## src/rtl/pcie_tlp_encoder_if.sv

```systemverilog
// Command, payload and s_axis_rq bundle for the RQ TLP encoder.
// master = encoder side, slave = command logic / PCIe core side.
interface pcie_tlp_encoder_if;
  logic        req_valid;
  logic        req_ready;
  logic        req_is_write;
  logic [63:0] req_addr;
  logic [10:0] req_dword_count;
  logic [7:0]  req_tag;

  logic [63:0] wr_data;
  logic        wr_valid;
  logic        wr_ready;

  logic [63:0] s_axis_rq_tdata;
  logic [1:0]  s_axis_rq_tkeep;
  logic        s_axis_rq_tlast;
  logic        s_axis_rq_tready;
  logic [59:0] s_axis_rq_tuser;
  logic        s_axis_rq_tvalid;

  modport master (
    input  req_valid,
    input  req_is_write,
    input  req_addr,
    input  req_dword_count,
    input  req_tag,
    input  wr_data,
    input  wr_valid,
    input  s_axis_rq_tready,
    output req_ready,
    output wr_ready,
    output s_axis_rq_tdata,
    output s_axis_rq_tkeep,
    output s_axis_rq_tlast,
    output s_axis_rq_tuser,
    output s_axis_rq_tvalid
  );

  modport slave (
    output req_valid,
    output req_is_write,
    output req_addr,
    output req_dword_count,
    output req_tag,
    output wr_data,
    output wr_valid,
    output s_axis_rq_tready,
    input  req_ready,
    input  wr_ready,
    input  s_axis_rq_tdata,
    input  s_axis_rq_tkeep,
    input  s_axis_rq_tlast,
    input  s_axis_rq_tuser,
    input  s_axis_rq_tvalid
  );
endinterface

```

## src/rtl/pcie_tlp_encoder.sv

```systemverilog
// Requester-request TLP builder: MemRd/MemWr command to a 2-beat
// RQ descriptor plus payload on a registered 64-bit s_axis_rq stage.
module pcie_tlp_encoder #(
  parameter int          AXIS_DATA_WIDTH = 64,
  parameter int          MAX_DW          = 256,
  parameter logic [15:0] REQUESTER_ID    = 16'h0000
) (
  input  logic               user_clk,
  input  logic               user_reset,
  input  logic               user_lnk_up,
  pcie_tlp_encoder_if.master rq,
  output logic               req_done,
  output logic               req_err,
  output logic               req_abort
);

  localparam int BEAT_DW = AXIS_DATA_WIDTH / 32;

  typedef enum logic [1:0] {
    IDLE,
    DESC0,
    DESC1,
    DATA
  } state_t;

  state_t state;
  state_t state_n;

  logic        is_wr_q;
  logic [10:0] cnt_q;
  logic [7:0]  tag_q;
  logic [10:0] dw_left;

  logic        tvalid_q;
  logic [63:0] tdata_q;
  logic [1:0]  tkeep_q;
  logic        tlast_q;
  logic [59:0] tuser_q;

  logic        done_q;
  logic        err_q;
  logic        abort_q;

  logic        req_ready_c;
  logic        wr_ready_c;
  logic        accept;
  logic        bad_len;
  logic        load_en;
  logic        last_hs;
  logic        wr_hs;
  logic        final_beat;

  logic        ld_desc0;
  logic        ld_desc1;
  logic        ld_data;
  logic        clr_valid;
  logic        abort_set;

  logic [31:0] dw2;
  logic [31:0] dw3;
  logic [3:0]  req_type;

  function automatic logic [59:0] be_of(
    input logic [10:0] cnt
  );
    logic [3:0] last_be;
    last_be = (cnt == 11'd1) ? 4'h0 : 4'hF;
    return {52'h0, last_be, 4'hF};
  endfunction

  assign load_en = !tvalid_q || rq.s_axis_rq_tready;
  assign last_hs = tvalid_q && rq.s_axis_rq_tready
                && tlast_q;

  assign req_ready_c = (state == IDLE)
                    && user_lnk_up
                    && !user_reset;
  assign accept = rq.req_valid && req_ready_c;

  assign bad_len = (rq.req_dword_count == 11'd0)
                || (rq.req_dword_count > 11'(MAX_DW));

  // Link-down gating keeps a dying TLP from eating payload.
  assign wr_ready_c = (state == DATA) && load_en
                   && (dw_left != 11'd0)
                   && user_lnk_up;
  assign wr_hs = wr_ready_c && rq.wr_valid;

  assign final_beat = dw_left <= 11'(BEAT_DW);

  assign req_type = is_wr_q ? 4'b0001 : 4'b0000;
  assign dw2 = {REQUESTER_ID, 1'b0, req_type, cnt_q};
  assign dw3 = {8'h00, 16'h0000, tag_q};

  // State register.
  always_ff @(posedge user_clk) begin
    if (user_reset) state <= IDLE;
    else            state <= state_n;
  end

  // Next state and beat-load strobes; link-down overrides all.
  always_comb begin
    state_n   = state;
    ld_desc0  = 1'b0;
    ld_desc1  = 1'b0;
    ld_data   = 1'b0;
    clr_valid = 1'b0;
    abort_set = 1'b0;
    unique case (state)
      IDLE: begin
        if (accept && !bad_len) begin
          ld_desc0 = 1'b1;
          state_n  = DESC0;
        end
      end
      DESC0: begin
        if (rq.s_axis_rq_tready) begin
          ld_desc1 = 1'b1;
          state_n  = DESC1;
        end
      end
      DESC1: begin
        if (rq.s_axis_rq_tready) begin
          clr_valid = 1'b1;
          state_n   = is_wr_q ? DATA : IDLE;
        end
      end
      DATA: begin
        if (wr_hs)        ld_data   = 1'b1;
        else if (load_en) clr_valid = 1'b1;
        if (last_hs)      state_n   = IDLE;
      end
      default: state_n = IDLE;
    endcase
    if (state != IDLE && !user_lnk_up && !last_hs) begin
      state_n   = IDLE;
      ld_desc1  = 1'b0;
      ld_data   = 1'b0;
      clr_valid = 1'b1;
      abort_set = 1'b1;
    end
  end

  // Command latch, output stage and status pulses.
  always_ff @(posedge user_clk) begin
    if (user_reset) begin
      is_wr_q  <= 1'b0;
      cnt_q    <= '0;
      tag_q    <= '0;
      dw_left  <= '0;
      tvalid_q <= 1'b0;
      tdata_q  <= '0;
      tkeep_q  <= '0;
      tlast_q  <= 1'b0;
      tuser_q  <= '0;
      done_q   <= 1'b0;
      err_q    <= 1'b0;
      abort_q  <= 1'b0;
    end else begin
      done_q  <= last_hs;
      err_q   <= accept && bad_len;
      abort_q <= abort_set;
      if (accept) begin
        is_wr_q <= rq.req_is_write;
        cnt_q   <= rq.req_dword_count;
        tag_q   <= rq.req_tag;
      end
      if (ld_desc0) begin
        tvalid_q <= 1'b1;
        tdata_q  <= {rq.req_addr[63:2], 2'b00};
        tkeep_q  <= 2'b11;
        tlast_q  <= 1'b0;
        tuser_q  <= be_of(rq.req_dword_count);
        dw_left  <= rq.req_dword_count;
      end else if (ld_desc1) begin
        tvalid_q <= 1'b1;
        tdata_q  <= {dw3, dw2};
        tkeep_q  <= 2'b11;
        tlast_q  <= !is_wr_q;
      end else if (ld_data) begin
        tvalid_q <= 1'b1;
        tlast_q  <= final_beat;
        if (dw_left == 11'd1) begin
          tdata_q <= {32'h0, rq.wr_data[31:0]};
          tkeep_q <= 2'b01;
          dw_left <= '0;
        end else begin
          tdata_q <= rq.wr_data;
          tkeep_q <= 2'b11;
          dw_left <= dw_left - 11'(BEAT_DW);
        end
      end else if (clr_valid) begin
        tvalid_q <= 1'b0;
      end
    end
  end

  assign rq.req_ready        = req_ready_c;
  assign rq.wr_ready         = wr_ready_c;
  assign rq.s_axis_rq_tvalid = tvalid_q;
  assign rq.s_axis_rq_tdata  = tdata_q;
  assign rq.s_axis_rq_tkeep  = tkeep_q;
  assign rq.s_axis_rq_tlast  = tlast_q;
  assign rq.s_axis_rq_tuser  = tuser_q;

  assign req_done  = done_q;
  assign req_err   = err_q;
  assign req_abort = abort_q;

endmodule
```

## src/flat_wrapper.sv

```systemverilog
// flat-port wrapper written by rule: the top's interface ports become plain ports
module pcie_tlp_encoder_flat 
#(
  parameter int          AXIS_DATA_WIDTH = 64,
  parameter int          MAX_DW          = 256,
  parameter logic [15:0] REQUESTER_ID    = 16'h0000
)
  (user_clk, user_reset, user_lnk_up, req_done, req_err, req_abort, rq_req_valid, rq_req_is_write, rq_req_addr, rq_req_dword_count, rq_req_tag, rq_wr_data, rq_wr_valid, rq_s_axis_rq_tready, rq_req_ready, rq_wr_ready, rq_s_axis_rq_tdata, rq_s_axis_rq_tkeep, rq_s_axis_rq_tlast, rq_s_axis_rq_tuser, rq_s_axis_rq_tvalid);
  pcie_tlp_encoder_if rq_i ();
  input  logic user_clk;
  input  logic user_reset;
  input  logic user_lnk_up;
  output logic req_done;
  output logic req_err;
  output logic req_abort;
  input wire logic [$bits(rq_i.req_valid)-1:0] rq_req_valid;
  input wire logic [$bits(rq_i.req_is_write)-1:0] rq_req_is_write;
  input wire logic [$bits(rq_i.req_addr)-1:0] rq_req_addr;
  input wire logic [$bits(rq_i.req_dword_count)-1:0] rq_req_dword_count;
  input wire logic [$bits(rq_i.req_tag)-1:0] rq_req_tag;
  input wire logic [$bits(rq_i.wr_data)-1:0] rq_wr_data;
  input wire logic [$bits(rq_i.wr_valid)-1:0] rq_wr_valid;
  input wire logic [$bits(rq_i.s_axis_rq_tready)-1:0] rq_s_axis_rq_tready;
  output wire logic [$bits(rq_i.req_ready)-1:0] rq_req_ready;
  output wire logic [$bits(rq_i.wr_ready)-1:0] rq_wr_ready;
  output wire logic [$bits(rq_i.s_axis_rq_tdata)-1:0] rq_s_axis_rq_tdata;
  output wire logic [$bits(rq_i.s_axis_rq_tkeep)-1:0] rq_s_axis_rq_tkeep;
  output wire logic [$bits(rq_i.s_axis_rq_tlast)-1:0] rq_s_axis_rq_tlast;
  output wire logic [$bits(rq_i.s_axis_rq_tuser)-1:0] rq_s_axis_rq_tuser;
  output wire logic [$bits(rq_i.s_axis_rq_tvalid)-1:0] rq_s_axis_rq_tvalid;
  assign rq_i.req_valid = rq_req_valid;
  assign rq_i.req_is_write = rq_req_is_write;
  assign rq_i.req_addr = rq_req_addr;
  assign rq_i.req_dword_count = rq_req_dword_count;
  assign rq_i.req_tag = rq_req_tag;
  assign rq_i.wr_data = rq_wr_data;
  assign rq_i.wr_valid = rq_wr_valid;
  assign rq_i.s_axis_rq_tready = rq_s_axis_rq_tready;
  assign rq_req_ready = rq_i.req_ready;
  assign rq_wr_ready = rq_i.wr_ready;
  assign rq_s_axis_rq_tdata = rq_i.s_axis_rq_tdata;
  assign rq_s_axis_rq_tkeep = rq_i.s_axis_rq_tkeep;
  assign rq_s_axis_rq_tlast = rq_i.s_axis_rq_tlast;
  assign rq_s_axis_rq_tuser = rq_i.s_axis_rq_tuser;
  assign rq_s_axis_rq_tvalid = rq_i.s_axis_rq_tvalid;
  pcie_tlp_encoder #(.AXIS_DATA_WIDTH(AXIS_DATA_WIDTH), .MAX_DW(MAX_DW), .REQUESTER_ID(REQUESTER_ID)) u_core (.user_clk(user_clk), .user_reset(user_reset), .user_lnk_up(user_lnk_up), .rq(rq_i), .req_done(req_done), .req_err(req_err), .req_abort(req_abort));
endmodule
```

## config.mk

```make
export PLATFORM = sky130hd
export DESIGN_NAME = pcie_tlp_encoder_flat
export DESIGN_NICKNAME = d
export VERILOG_FILES = /design/src/rtl/pcie_tlp_encoder_if.sv /design/src/rtl/pcie_tlp_encoder.sv /design/src/flat_wrapper.sv
export SDC_FILE = /design/constraint.sdc
export NUM_CORES = 1
export LEC_CHECK = 0
export ABC_AREA = 1
export CORE_MARGIN = 4
export CORE_UTILIZATION = 47
export CTS_CLUSTER_DIAMETER = 150
export DETAILED_ROUTE_END_ITERATION = 16
export GPL_ROUTABILITY_DRIVEN = 0
export PLACE_DENSITY = 0.87
export SYNTH_ARGS = -nofsm -noshare
export SYNTH_HDL_FRONTEND = slang
export SYNTH_SLANG_ARGS = --single-unit
export TNS_END_PERCENT = 50
```

## constraint.sdc

```tcl
create_clock -name user_clk -period 4.8 [get_ports user_clk]
set_clock_uncertainty 0.15 [all_clocks]
set_input_delay 0.96 -clock user_clk [delete_from_list [all_inputs] [get_ports user_clk]]
set_output_delay 0.96 -clock user_clk [all_outputs]
set_load 0.02 [all_outputs]
```

==> results.md <==
- Worst endpoint data arrival time: roughly 2600 ps
- Remaining antenna violation count: 0
- H-tree Lvls: 3
- Hold depth: 2
- Row Count: 44
- Final worst slack: ~1100 ps
- Cts repair resizes: 0
- Final period util: 76.7%
- CP peak stage delay: about 650 ps
- DRC: 0
- Hold EP: u_core.tag_q[3]
- Path type of the worst setup path: in2out
- Post-Route WL: ~21000 µm
- Post-route setup TNS: 0 ps
- Max Freq: roughly 270 MHz
- CP max stage cell: clkdlybuf4s50_1
- Die W: 129 µm
- Min-delay src: u_core.tag_q[3]
- Final Max Tran Viols: 0
- Crit end category: primary output
- Initial Util: between 40 and 50%
- Area taken by flip-flops and latches: between 2000 and 2500 µm²
- Average wire per standard cell: around 14 µm
- Worst-Margin Slew: between 900 and 1000 ps
- Register bit total from synthesis: roughly 110
- DR vias/cell: between 4 and 5
- Max-Cap Viols: 0
- Place WS: about 940 ps
- Post-Syn Area: roughly 6900 µm²
- Max_slew headroom: 35.8%
- RR Endpoint: u_core.rq.s_axis_rq_tdata[14]
- Crit path cell chain: clkdlybuf4s50_1 -> nor2_1 -> nand2_1 -> inv_1 -> clkdlybuf4s50_1
- Post-CTS setup buffer count: 0
- Die Ht: roughly 130 µm
- Crit Path Max Fanout: 11
- First-pass GRT wire length: approximately 33000 µm
- Run status: finished clean
- IO Port Bufs: around 230
- Fin util: around 63%
- Drt initial violations: about 500
- Power per cell area: around 270 nW/µm²
- Antenna cells: 0
- Leak: around 0.0044 µW
- Most common cell on crit path: clkdlybuf4s50_1
- Design Area, Final: about 9200 µm²
- Post-CTS Hold Buffers: 0
- DP Cell Count: 1468
- Filler Cell Count: between 1000 and 1500
- Cell Area, Placed: 8900 µm²
- Vias in the first global route: 6549
- Final net count: about 1500
- CTS tree: built
- GRT Util Overall: a little under a quarter
- IO Pins: roughly 290
- FF-to-FF Start: u_core.dw_left[2]
- Share of layout cells above drive strength 1: between 3 and 4%
- Synth Instances: 1120
- CTS root buffer: clkbuf_16
- Die area: around 17000 µm²
- Detailed-route via count: ~7300
- Largest net degree at the start of global routing: about 140
- Final cell count without fillers: about 1500
- Num CTS Buffers: 9
- Final hold vios: 0
- Hold Crit Class: reg2reg
- P&R area growth vs syn: 33.1%
- DRT Pass-1 Iters: 5
- R2R depth: 12
- YS warnings: 0
- Clk_lat worst skew: about 360 ps
- # setup viols final: 0
- Post-synthesis sequential area ratio: 30.8%
- Clk slew on worst S/H paths: ~70 ps
- RSZ-0062 raised after global routing: false
- Clock sinks: approximately 110
- Synth cell types: 33
- Post-DP HPWL: 14400 µm
- Footprint of the multi-input gates: around 3600 µm²
- Core box area: approximately 14000 µm²
- Max IR drop VDD: 0.198 mV
- FF-to-FF setup slack: 1920 ps
- Grt total ovfl: 0
- Worst EP required: 3690 ps
- Post-synthesis average cell area: just over 6 µm²
- Initial antenna violation count: 0
- Min cycle time layout: 3680 ps
- Critical path launch point type: input pin
- Clock Path Buffers: 2
## metrics by stage
step / power (µW) / hold WS [ps]
after floorplan: 1530 / 275
after global placement: 1810 / 284
after detailed placement: 1830 / 288
after CTS: 2530 / 298
after global routing: 2650 / 327
final: 2520 / 300
## cell families (layout without fill, tap and decap cells)
logic type | after synthesis | in the layout | synth area share, %
buffers and inverters | 273 | 401 | 20.1
AOI/OAI and AO/OA | 74 | 74 | 5.61
xor gates and xnor gates | 5 | 5 | 0.635
DFF | 106 | 106 | 30.8
and+or+nand+nor | 660 | 660 | 42.7
other | 1 | 52 | 0.0544
adders and majority gates | 1 | 1 | 0.181
## worst max-delay path, delay by kind of cell
family        cells  cell delay, ps
simple gates      2             300
buf+inv           3            1310
## metal layers
| layer | part of all wire [%] | wire length, µm | global-route usage (%) |
|---|---|---|---|
| met3 | 6.8 | 1420 | 3.75 |
| met1 | 42 | 8840 | 31.4 |
| met4 | 2.9 | 614 | 8.40 |
| met5 | 0 | 0 | 0 |
| met2 | 48 | 10000 | 40.2 |
## area by class of cell
type                       count  area share [%]
tap                          184            2.51
timing repair buffer         244            26.4
sequential                   106            23.1
clock buffer                  11            2.65
multi-input combinational    792            39.2
inverter                     142            5.81
clock inverter                 4           0.314
## synthesized netlist by cell type (all sizes together)
| master | count | area (µm²) |
|---|---|---|
| nand2 | 291 | 1090 |
| nor2 | 198 | 758 |
| inv | 141 | 529 |
| dfxtp | 106 | 2120 |
| buf | 98 | 727 |
| nand3b | 62 | 465 |
| nand4 | 46 | 288 |
| o21ai | 44 | 220 |
| nand3 | 34 | 188 |
| clkbuf | 33 | 124 |
| nor3 | 26 | 130 |
| a21oi | 23 | 115 |
| xor2 | 5 | 43.8 |
| a31oi | 2 | 12.5 |
| o211ai | 2 | 15.0 |
| or2 | 2 | 12.5 |
| a21boi | 1 | 7.51 |
| clkinv | 1 | 3.75 |
| conb | 1 | 3.75 |
| ha | 1 | 12.5 |
| nor4 | 1 | 6.26 |
| o21a | 1 | 7.51 |
| o311ai | 1 | 8.76 |
## where the power goes
group / switching (µW) / internal, µW / total, µW
sequential: 42.9 / 963 / 1010
combinational: 440 / 368 / 808
clock: 341 / 364 / 705
total: 824 / 1690 / 2520
## worst max path at each step
stage / startpoint / slack, ps / endpoint
2_1_floorplan: rq_s_axis_rq_tready / 2300 / rq_wr_ready
3_3_place_gp: rq_s_axis_rq_tready / 990 / u_core.rq.s_axis_rq_tdata[19]
3_5_place_dp: rq_s_axis_rq_tready / 940 / u_core.rq.s_axis_rq_tdata[27]
4_1_cts: user_reset / 1130 / rq_req_ready
5_1_grt: user_reset / 1000 / rq_req_ready
6_report: user_reset / 1120 / rq_req_ready
## cell usage in the layout, fill, tap and decap left out, types with 2 or more instances in the layout
cell	n
nand4_1	46
nand3_1	32
xor2_1	5
clkinvlp_4	2
o21ai_0	44
dfxtp_1	106
nand3b_1	62
clkdlybuf4s50_1	232
nor2_2	3
a31oi_1	2
inv_2	5
clkbuf_16	9
nand2_1	288
inv_1	136
nand2_2	3
nor3_1	26
a21oi_1	23
o211ai_1	2
buf_4	11
conb_1	52
nor2_4	2
nor2_1	193
## flip-flops by register name, summed over array words and instances (netlist names)
| signal | count |
|---|---|
| u_core.req_err | 1 |
| u_core.state | 2 |
| u_core.dw_left | 11 |
| u_core.rq.s_axis_rq_tvalid | 1 |
| u_core.req_done | 1 |
| u_core.rq.s_axis_rq_tdata | 64 |
| u_core.rq.s_axis_rq_tuser | 2 |
| u_core.rq.s_axis_rq_tkeep | 2 |
| u_core.rq.s_axis_rq_tlast | 1 |
| u_core.req_abort | 1 |
| u_core.is_wr_q | 1 |
| u_core.cnt_q | 11 |
| u_core.tag_q | 8 |
Power figures use the tool's default switching activity.
